File: src/rtl/seq_div_pkg.sv
// Shared types and helpers for the seq_divider long-latency divide unit.
package seq_div_pkg;

   typedef enum logic [2:0] {
      IDLE,
      PREP,
      CALC,
      FIX,
      DONE
   } div_state_t;

   // Widest operand the result record can carry; DIVN_W and DIVR_W must not exceed it.
   localparam int unsigned RES_MAX_W = 64;

   typedef struct packed {
      logic [RES_MAX_W-1:0] quotient;
      logic [RES_MAX_W-1:0] remainder;
      logic                 div_zero;
      logic                 overflow;
   } div_result_t;

   // Divide-by-zero quotient: 'width' ones, zero-extended to the record width.
   function automatic logic [RES_MAX_W-1:0] zero_div_quotient(input int unsigned width);
      return {RES_MAX_W{1'b1}} >> (RES_MAX_W - width);
   endfunction

endpackage

File: src/rtl/seq_div_step.sv
// One restoring-division iteration: shift in a dividend bit, trial-subtract the divisor.
module seq_div_step #(
   parameter int unsigned DIVR_W = 32
) (
   input  logic [DIVR_W:0]   rem_in,
   input  logic              dvd_bit,
   input  logic [DIVR_W-1:0] divisor_mag,
   output logic [DIVR_W:0]   rem_out,
   output logic              quo_bit
);

   logic [DIVR_W+1:0] shifted;
   logic [DIVR_W+1:0] trial;

   // rem_in < divisor_mag always holds, so the MSB of trial is a true sign bit.
   assign shifted = {rem_in, dvd_bit};
   assign trial   = shifted - {2'b00, divisor_mag};
   assign quo_bit = ~trial[DIVR_W+1];
   assign rem_out = quo_bit ? trial[DIVR_W:0] : shifted[DIVR_W:0];

endmodule

File: src/rtl/seq_divider.sv
// Multi-cycle restoring integer divider with valid/ready handshakes, one quotient bit per cycle.
// Define DIV_SIGNED_EN to honour signed_op; otherwise every operation is unsigned.
module seq_divider
   import seq_div_pkg::*;
#(
   parameter int unsigned DIVN_W = 32,
   parameter int unsigned DIVR_W = 32
) (
   input  logic              clk,
   input  logic              rst,
   input  logic              in_valid,
   output logic              in_ready,
   input  logic [DIVN_W-1:0] dividend,
   input  logic [DIVR_W-1:0] divisor,
   input  logic              signed_op,
   output logic              out_valid,
   input  logic              out_ready,
   output logic [DIVN_W-1:0] quotient,
   output logic [DIVR_W-1:0] remainder,
   output logic              div_zero,
   output logic              overflow
);

   localparam int unsigned      CNT_W    = $clog2(DIVN_W);
   localparam logic [CNT_W-1:0] CNT_LAST = CNT_W'(DIVN_W - 1);

   div_state_t        state, state_nxt;
   div_result_t       res;
   logic [DIVN_W-1:0] dvd_q;  // dividend going in, quotient coming out
   logic [DIVR_W-1:0] dvs_q;
   logic [DIVR_W:0]   prem_q, prem_nxt;
   logic [CNT_W-1:0]  cnt_q;
   logic              qbit;
   logic [DIVN_W-1:0] q_fix;
   logic [DIVR_W-1:0] r_fix;
   logic              accept, is_zero_div, is_ovf;
   logic              unused_res;

   assign accept      = in_valid && in_ready;
   assign is_zero_div = (divisor == '0);

`ifdef DIV_SIGNED_EN
   logic sgn_q, q_neg, r_neg;
   assign is_ovf = signed_op && (dividend == {1'b1, {(DIVN_W-1){1'b0}}}) && (divisor == '1);
`else
   logic unused_signed_op;
   assign is_ovf           = 1'b0;
   assign unused_signed_op = signed_op;
`endif

   seq_div_step #(.DIVR_W(DIVR_W)) u_step (
      .rem_in      (prem_q),
      .dvd_bit     (dvd_q[DIVN_W-1]),
      .divisor_mag (dvs_q),
      .rem_out     (prem_nxt),
      .quo_bit     (qbit)
   );

   always_ff @(posedge clk) begin
      if (rst) state <= IDLE;
      else     state <= state_nxt;
   end

   // NOTE: default assignment first so no path through the case leaves state_nxt latched.
   always_comb begin
      state_nxt = state;
      case (state)
         IDLE:    if (accept) state_nxt = (is_zero_div || is_ovf) ? DONE : PREP;
         PREP:    state_nxt = CALC;
         CALC:    if (cnt_q == CNT_LAST) state_nxt = FIX;
         FIX:     state_nxt = DONE;
         DONE:    if (out_ready) state_nxt = IDLE;
         default: state_nxt = IDLE;
      endcase
   end

   always_comb begin
      in_ready  = (state == IDLE);
      out_valid = (state == DONE);
   end

   // NOTE: operand/iteration registers need no reset: each is loaded on acceptance or in PREP before use.
   always_ff @(posedge clk) begin
      case (state)
         IDLE: begin
            if (accept) begin
               dvd_q <= dividend;
               dvs_q <= divisor;
`ifdef DIV_SIGNED_EN
               sgn_q <= signed_op;
`endif
            end
         end
         PREP: begin
`ifdef DIV_SIGNED_EN
            dvd_q <= (sgn_q && dvd_q[DIVN_W-1]) ? -dvd_q : dvd_q;
            dvs_q <= (sgn_q && dvs_q[DIVR_W-1]) ? -dvs_q : dvs_q;
            q_neg <= sgn_q && (dvd_q[DIVN_W-1] ^ dvs_q[DIVR_W-1]);
            r_neg <= sgn_q && dvd_q[DIVN_W-1];
`endif
            prem_q <= '0;
            cnt_q  <= '0;
         end
         CALC: begin
            prem_q <= prem_nxt;
            dvd_q  <= {dvd_q[DIVN_W-2:0], qbit};
            cnt_q  <= cnt_q + 1'b1;
         end
         default: ;
      endcase
   end

   always_comb begin
`ifdef DIV_SIGNED_EN
      q_fix = q_neg ? -dvd_q : dvd_q;
      r_fix = r_neg ? -prem_q[DIVR_W-1:0] : prem_q[DIVR_W-1:0];
`else
      q_fix = dvd_q;
      r_fix = prem_q[DIVR_W-1:0];
`endif
   end

   always_ff @(posedge clk) begin
      if (rst) begin
         res <= '0;
      end else begin
         case (state)
            IDLE: begin
               if (accept && is_zero_div) begin
                  res.quotient  <= zero_div_quotient(DIVN_W);
                  res.remainder <= RES_MAX_W'(dividend[DIVR_W-1:0]);
                  res.div_zero  <= 1'b1;
                  res.overflow  <= 1'b0;
               end else if (accept && is_ovf) begin
                  res.quotient  <= RES_MAX_W'(dividend);
                  res.remainder <= '0;
                  res.div_zero  <= 1'b0;
                  res.overflow  <= 1'b1;
               end
            end
            FIX: begin
               res.quotient  <= RES_MAX_W'(q_fix);
               res.remainder <= RES_MAX_W'(r_fix);
               res.div_zero  <= 1'b0;
               res.overflow  <= 1'b0;
            end
            DONE: begin
               if (out_ready) begin
                  res.div_zero <= 1'b0;
                  res.overflow <= 1'b0;
               end
            end
            default: ;
         endcase
      end
   end

   assign quotient   = res.quotient[DIVN_W-1:0];
   assign remainder  = res.remainder[DIVR_W-1:0];
   assign div_zero   = res.div_zero;
   assign overflow   = res.overflow;
   assign unused_res = ^res;

endmodule

File: config.mk
export PLATFORM = sky130hd
export DESIGN_NAME = seq_divider
export DESIGN_NICKNAME = d
export VERILOG_FILES = /design/src/rtl/seq_div_pkg.sv /design/src/rtl/seq_div_step.sv /design/src/rtl/seq_divider.sv
export SDC_FILE = /design/constraint.sdc
export NUM_CORES = 1
export LEC_CHECK = 0
export BUFFER_PORTS_ARGS = -buffer_cell sky130_fd_sc_hd__buf_2
export CAP_MARGIN = 40
export CORE_ASPECT_RATIO = 1.4
export CORE_MARGIN = 2
export CORE_UTILIZATION = 25
export CTS_CLUSTER_SIZE = 10
export DETAILED_ROUTE_END_ITERATION = 8
export PLACE_DENSITY = 0.44
export REMOVE_ABC_BUFFERS = 1
export SYNTH_ARGS = -nofsm -noshare
export SYNTH_HDL_FRONTEND = slang
export SYNTH_SLANG_ARGS = --single-unit
File: constraint.sdc
create_clock -name clk -period 3.2 [get_ports clk]
set_input_delay 0.64 -clock clk [delete_from_list [all_inputs] [get_ports clk]]
set_output_delay 0.64 -clock clk [all_outputs]
set_load 0.01 [all_outputs]
==> run_results.csv, run 1 <==
group,metric,value,unit
yosys,synth_top_area_cell,"edfxtp_1",
yosys,synth-edff-count,102,
sta,clock_skew,0.0113,ns
floorplanning,start_util,25.5,%
placed_design,placed_area,10400,sq um
pwr,p_leak,4.71,nW
run,maxCapViolCount,0,
placed_design,gp_congestion,0.864,
drt,drc,0,
sta,period_minus_slack,3.08,ns
pwr,ir_worst_vdd,327,uV
worst_setup_path,crit_required,3.38,ns
yosys,netlist_top_cells_area,"edfxtp_1 34%, dfxtp_1 15%, nand2_1 6.6%",
drt,via_count,7249,
sta,finalHoldViolCount,0,
placed_design,placed_cells,1540,
pwr,switching_share,42.7,%
drt,via_per_inst,4.60,
sta,worstMarginPinSlew,0.734,ns
clock_tree,hold_buffers,0,
yosys,yosys_warnings,0,
floorplanning,num_rows,81,
worst_setup_path,cp_cell_sequence,"inv_1 > ha_1 > fa_1 > nor2b_2 > o2111ai_2 > a2111oi_4 > nor2_2 > o41ai_2 > a311o_2 > xnor2_1 > o21ai_1",
worst_setup_path,slowest_stage,"a2111oi_4",
yosys,synth_cell_type_count,71,
worst_setup_path,cp-start-kind,"register",
drt,postRouteAntennaNets,0,
placed_design,portBuffers,134,
clock_tree,clk_path_buf_depth,2,
floorplanning,io_pins,137,
global_route,grt_usage,14.8,%
global_route,grt_max_degree,66,
sta,rsz0062_at_grt,"true",
worst_setup_path,path_class,"register to register",
cells_and_area,syn2layout_area_growth,22.6,%
worst_setup_path,crit_family,"compound AO/OA/AOI/OAI gates",
clock_tree,htreeDepth,4,
worst_setup_path,r2r-start,"dvd_q[31]",
worst_setup_path,worstPathMaxFanout,3,
worst_setup_path,cp.arrival,3.27,ns
floorplanning,die_x,164,um
pwr,combinationalPowerShare,50.3,%
sta,final_max_slew_viol_count,0,
yosys,synth_top_area_share,34.3,%
cells_and_area,fin_area,11000,sq um
yosys,syn_area_per_cell,9.34,sq um
cells_and_area,nNetsFinal,1208,
cells_and_area,drive_gt1_share,21.2,%
worst_setup_path,reg2reg_slack,0.12,ns
pwr,power_frac_seq,32.6,%
hold_path,hold_class,"primary input to register",
yosys,ys_async_sr_fraction,0,%
sta,fin_crit_sh,96.4,%
yosys,ys_seq_area_share,49.5,%
yosys,netlist_area,8940,sq um
worst_setup_path,worst_setup_path_end_kind,"register",
global_route,grt_pass1_vias,7451,
drt,wl,26700,um
yosys,syn_inst,957,
global_route,grt_pass1_wl,42100,um
worst_setup_path,crit_cells,11,
worst_setup_path,cp_num_buf_inv,1,
global_route,antenna_found_initial,3,
clock_tree,numCtsBuffers,17,
hold_path,whs_path_depth,1,
yosys,synth_common_cells,"157 x nand2_1, 126 x nor2_1, 102 x edfxtp_1",
global_route,overflow,0,
worst_setup_path,critPathMaxStageDelay,0.45,ns
yosys,synth_ff_type,"edfxtp_1",
placed_design,dp_hpwl,19600,um
sta,setup_viol,0,
floorplanning,core,35100,sq um
pwr,p_sw,0.00502,W
outcome,status,"complete, no violations",
clock_tree,cts.clk_slew.worst_paths,0.07,ns
yosys,ys_seq_elements,170,
worst_setup_path,rr_worst_depth,11,
cells_and_area,finalNonFillerCells,1575,
sta,finalHoldWorstSlack,0.375,ns
floorplanning,dieArea,37300,sq um
clock_tree,cts.sinks,170,
worst_setup_path,r2r-end,"prem_q[28]",
clock_tree,cts_tree,"done",
pwr,internal-power,0.00673,W
drt,wl_per_cell,16.9,um
drt,dr.pass1.iters,4,
pwr,p_per_area,1070,nW/um^2
clock_tree,clock_latency,0.45,ns
pwr,p_clk_share,17.2,%
clock_tree,cts_root_buffer,"clkbuf_16",
sta,max-slew-margin-rel,51.1,%
floorplanning,die_y,228,um
worst_setup_path,crit_start,"dvd_q[31]",
drt,drtIter0Drc,350,
sta,max_freq,324,MHz
worst_setup_path,crit_end,"prem_q[28]",
yosys,synth.most_common_cell,"nand2_1",
[logic make-up after synthesis]
logic type,synth area share (%)
muxes,3.70
xor gates and xnor gates,2.25
and+or+nand+nor,20.2
buffers and inverters,4.66
DFF,49.5
other,0.0420
adders and majority gates,4.98
AOI/OAI and AO/OA,14.6
[per-stage QoR]
stage	util (%)	worst slack [ns]	setup TNS, ns	power, W
5_1_grt	31.2	-0.0586	-0.0951	0.0127
3_3_place_gp	29.6	0.0444	0	0.00981
6_report	31.2	0.116	0	0.0118
2_1_floorplan	-	-3.72	-234.78	0.00758
3_5_place_dp	29.6	0.0157	0	0.00981
4_1_cts	31.1	0.0273	0	0.0119
[timing repair]
item / 4_1_cts / 5_1_grt
buffers inserted: 0 / 1
hold endpoints to repair: 0 / 0
gates resized for setup: 2 / 3
endpoints found under the setup margin: 1 / 8
pin swaps: 1 / 1
[power by group through the flow]
stage                     Clock (W)  Combinational [W]  Sequential (W)
final                       0.00202            0.00591         0.00383
after global routing        0.00217            0.00664         0.00393
after detailed placement          0            0.00592         0.00389
after CTS                   0.00209            0.00596         0.00384
after global placement            0            0.00593         0.00387
after floorplan                   0            0.00382         0.00376
[routing by layer]
layer | share of wire (%) | up-vias | track usage (%)
met5 | 0.049 | - | 0
met1 | 44 | 3386 | 17.7
li1 | - | 3702 | -
met3 | 3.6 | 30 | 3.41
met2 | 50 | 129 | 25.7
met4 | 2.2 | 2 | 5.15
[area by class of cell]
class	count	area, sq um
clock buffers	25	487
flip-flops and latches	170	4420
fillers	3772	24100
multi-input cells	689	4160
inverters	43	161
clock inverters	7	63.8
repair buffers	183	1090
diodes	2	5.00
well taps	456	571
[cell usage in the layout, fill, tap and decap left out, types with 34 or more instances in the layout]
cell type	instances
nand2_1	157
buf_2	134
nor2_1	125
edfxtp_1	102
dfxtp_1	68
nor3_1	54
a21oi_1	50
buf_4	45
inv_1	43
a211oi_1	37
ha_1	34
[worst min path at each step]
| stage | from | to |
|---|---|---|
| floorplan | dvd_q[0] | quotient[0] |
| global placement | remainder[28] | remainder[28] |
| detailed placement | quotient[4] | quotient[4] |
| CTS | divisor[27] | dvs_q[27] |
| global route | divisor[16] | dvs_q[16] |
| finish | divisor[29] | dvs_q[29] |
[flip-flops by register name, indices dropped and copies added (netlist names)]
name	cells
prem_q	33
cnt_q	5
remainder	32
quotient	32
dvs_q	32
dvd_q	32
state	3
div_zero	1
(Power assumes the default switching activity.)
==> run 2, diff against run 1 <==
--- a/config.mk
+++ b/config.mk
@@ -5,14 +5,14 @@
 export SDC_FILE = /design/constraint.sdc
 export NUM_CORES = 1
 export LEC_CHECK = 0
-export BUFFER_PORTS_ARGS = -buffer_cell sky130_fd_sc_hd__buf_2
 export CAP_MARGIN = 40
 export CORE_ASPECT_RATIO = 1.4
 export CORE_MARGIN = 2
 export CORE_UTILIZATION = 25
 export CTS_CLUSTER_SIZE = 10
 export DETAILED_ROUTE_END_ITERATION = 8
-export PLACE_DENSITY = 0.44
+export DONT_BUFFER_PORTS = 1
+export PLACE_DENSITY = 0.4
 export REMOVE_ABC_BUFFERS = 1
 export SYNTH_ARGS = -nofsm -noshare
 export SYNTH_HDL_FRONTEND = slang
==> run_results.csv, run 2 (synthesis gave the netlist of run 1 again) <==
group,metric,value,unit
outcome,status,"complete, no violations",
cells_and_area,syn2layout_area_growth,15.2,%
worst_setup_path,path_class,"register to register",
worst_setup_path,crit_family,"compound AO/OA/AOI/OAI gates",
drt,drtIter0Drc,344,
cells_and_area,drive_gt1_share,10.9,%
drt,via_count,6736,
floorplanning,io_pins,137,
sta,final_max_slew_viol_count,0,
run,maxCapViolCount,0,
worst_setup_path,cp-start-kind,"register",
sta,max_freq,327,MHz
placed_design,gp_congestion,0.807,
clock_tree,cts.sinks,170,
cells_and_area,multi_input_area,4170,sq um
sta,finalWorstSetupSlack,0.143,ns
sta,max-slew-margin-rel,59.8,%
clock_tree,cts_tree,"done",
cells_and_area,antenna_cells,0,
global_route,overflow,0,
worst_setup_path,r2r-start,"dvs_q[0]",
global_route,grt_pass1_vias,6826,
worst_setup_path,crit_required,3.40,ns
sta,rsz0062_at_grt,"false",
worst_setup_path,slowest_stage,"a2111oi_4",
drt,dr.pass1.iters,5,
pwr,p_per_area,1140,nW/um^2
global_route,grt_pass1_wl,40700,um
cells_and_area,fillers,3778,
global_route,grt_usage,14.5,%
pwr,ir_worst_vdd,315,uV
clock_tree,numCtsBuffers,17,
floorplanning,start_util,25.5,%
sta,finalHoldViolCount,0,
clock_tree,cts.clk_slew.worst_paths,0.07,ns
cells_and_area,utilization,29.4,%
clock_tree,htreeDepth,4,
clock_tree,clk_path_buf_depth,2,
sta,fin_crit_sh,95.5,%
placed_design,detailedPlace.worstSlack,0.0433,ns
floorplanning,core,35100,sq um
worst_setup_path,cp_cell_sequence,"ha_1 > fa_1 > nor2b_4 > o2111ai_4 > a2111oi_4 > nor2_2 > o41ai_4 > a311o_2 > a2111oi_4 > mux2i_1",
floorplanning,dieArea,37300,sq um
drt,wl,26400,um
worst_setup_path,critPathMaxStageDelay,0.49,ns
cells_and_area,top_register,"prem_q",
worst_setup_path,r2r-end,"prem_q[32]",
clock_tree,cts_setup_buffers,0,
global_route,grt_max_degree,69,
placed_design,dp_hpwl,19800,um
sta,setup_viol,0,
sta,worstMarginPinSlew,0.598,ns
hold_path,hold_class,"primary input to register",
floorplanning,num_rows,81,
sta,period_minus_slack,3.06,ns
global_route,antenna_found_initial,0,
drt,drc,0,
cells_and_area,register_area,4420,sq um
drt,postRouteAntennaNets,0,
pwr,p_leak,4.10,nW
hold_path,hold_end,"state[2]",
floorplanning,die_x,164,um
placed_design,placed_area,9680,sq um
cells_and_area,fin_area,10300,sq um
worst_setup_path,crit_path_frequent_cell,"a2111oi_4",
cells_and_area,mostFrequentLayoutCell,"nand2_1",
hold_path,min_from,"rst",
clock_tree,hold_buffers,0,
clock_tree,cts_root_buffer,"clkbuf_16",
drt,via_per_inst,4.68,
drt,wl_per_cell,18.3,um
clock_tree,clock_latency,0.46,ns
worst_setup_path,worstPathMaxFanout,3,
floorplanning,die_y,228,um
worst_setup_path,rr_worst_depth,10,
worst_setup_path,cp_num_buf_inv,0,
cells_and_area,largest_reg_flops,33,
cells_and_area,layout_common_cells,"157 x nand2_1, 125 x nor2_1, 102 x edfxtp_1",
placed_design,portBuffers,0,
worst_setup_path,worst_setup_path_end_kind,"register",
cells_and_area,nNetsFinal,1075,
sta,finalHoldWorstSlack,0.265,ns
worst_setup_path,cp.arrival,3.26,ns
worst_setup_path,reg2reg_slack,0.14,ns
clock_tree,cts_resized,0,
sta,clock_skew,0.00868,ns
hold_path,whs_path_depth,1,
run 2: cell count changes in the layout (fill, tap and decap cells not counted), moves of 3 or more:
cell      delta
buf_2      -134
buf_4        +3
clkinv_2     -3
clkinv_4     +3
run 2: layer usage:
metal / share of wire [%] / GRT usage [%] / up-vias
li1: - / - / 3430
met1: 43 / 17.1 / 3174
met2: 51 / 25.3 / 116
met3: 4.6 / 4.30 / 16
met4: 1.3 / 4.22 / 0
met5: 0 / 0 / -
run 2: per-stage QoR:
| stage | setup TNS (ns) | total power [W] | instances |
|---|---|---|---|
| after floorplan | -234.78 | 0.00758 | 902 |
| after global placement | 0 | 0.00968 | 1408 |
| after detailed placement | 0 | 0.00970 | 1408 |
| after CTS | 0 | 0.0118 | 1440 |
| after global routing | 0 | 0.0126 | 1440 |
| final | 0 | 0.0117 | 1440 |
run 2: power by group:
group | internal (W) | switching, W
sequential | 0.00333 | 0.000607
clock | 0.00114 | 0.000928
combinational | 0.00221 | 0.00348
run 2: final cells by class:
cell class / instances / share of cell area, %
sequential: 170 / 43.0
clock inverter: 9 / 0.863
multi-input combinational: 689 / 40.5
clock buffer: 23 / 4.65
tap: 456 / 5.54
timing repair buffer: 50 / 3.89
inverter: 43 / 1.57
run 2: how the worst max path moves through the flow:
stage | from | end | cells after the start | slack, ns
2_1_floorplan | divisor[24] | remainder[0] | 4 | -3.72
3_3_place_gp | dvs_q[0] | prem_q[28] | 10 | 0.04
3_5_place_dp | dvs_q[0] | prem_q[32] | 10 | 0.04
4_1_cts | dvs_q[0] | prem_q[28] | 10 | 0.02
5_1_grt | prem_q[17] | prem_q[27] | 10 | 0.01
6_report | dvs_q[0] | prem_q[32] | 10 | 0.14
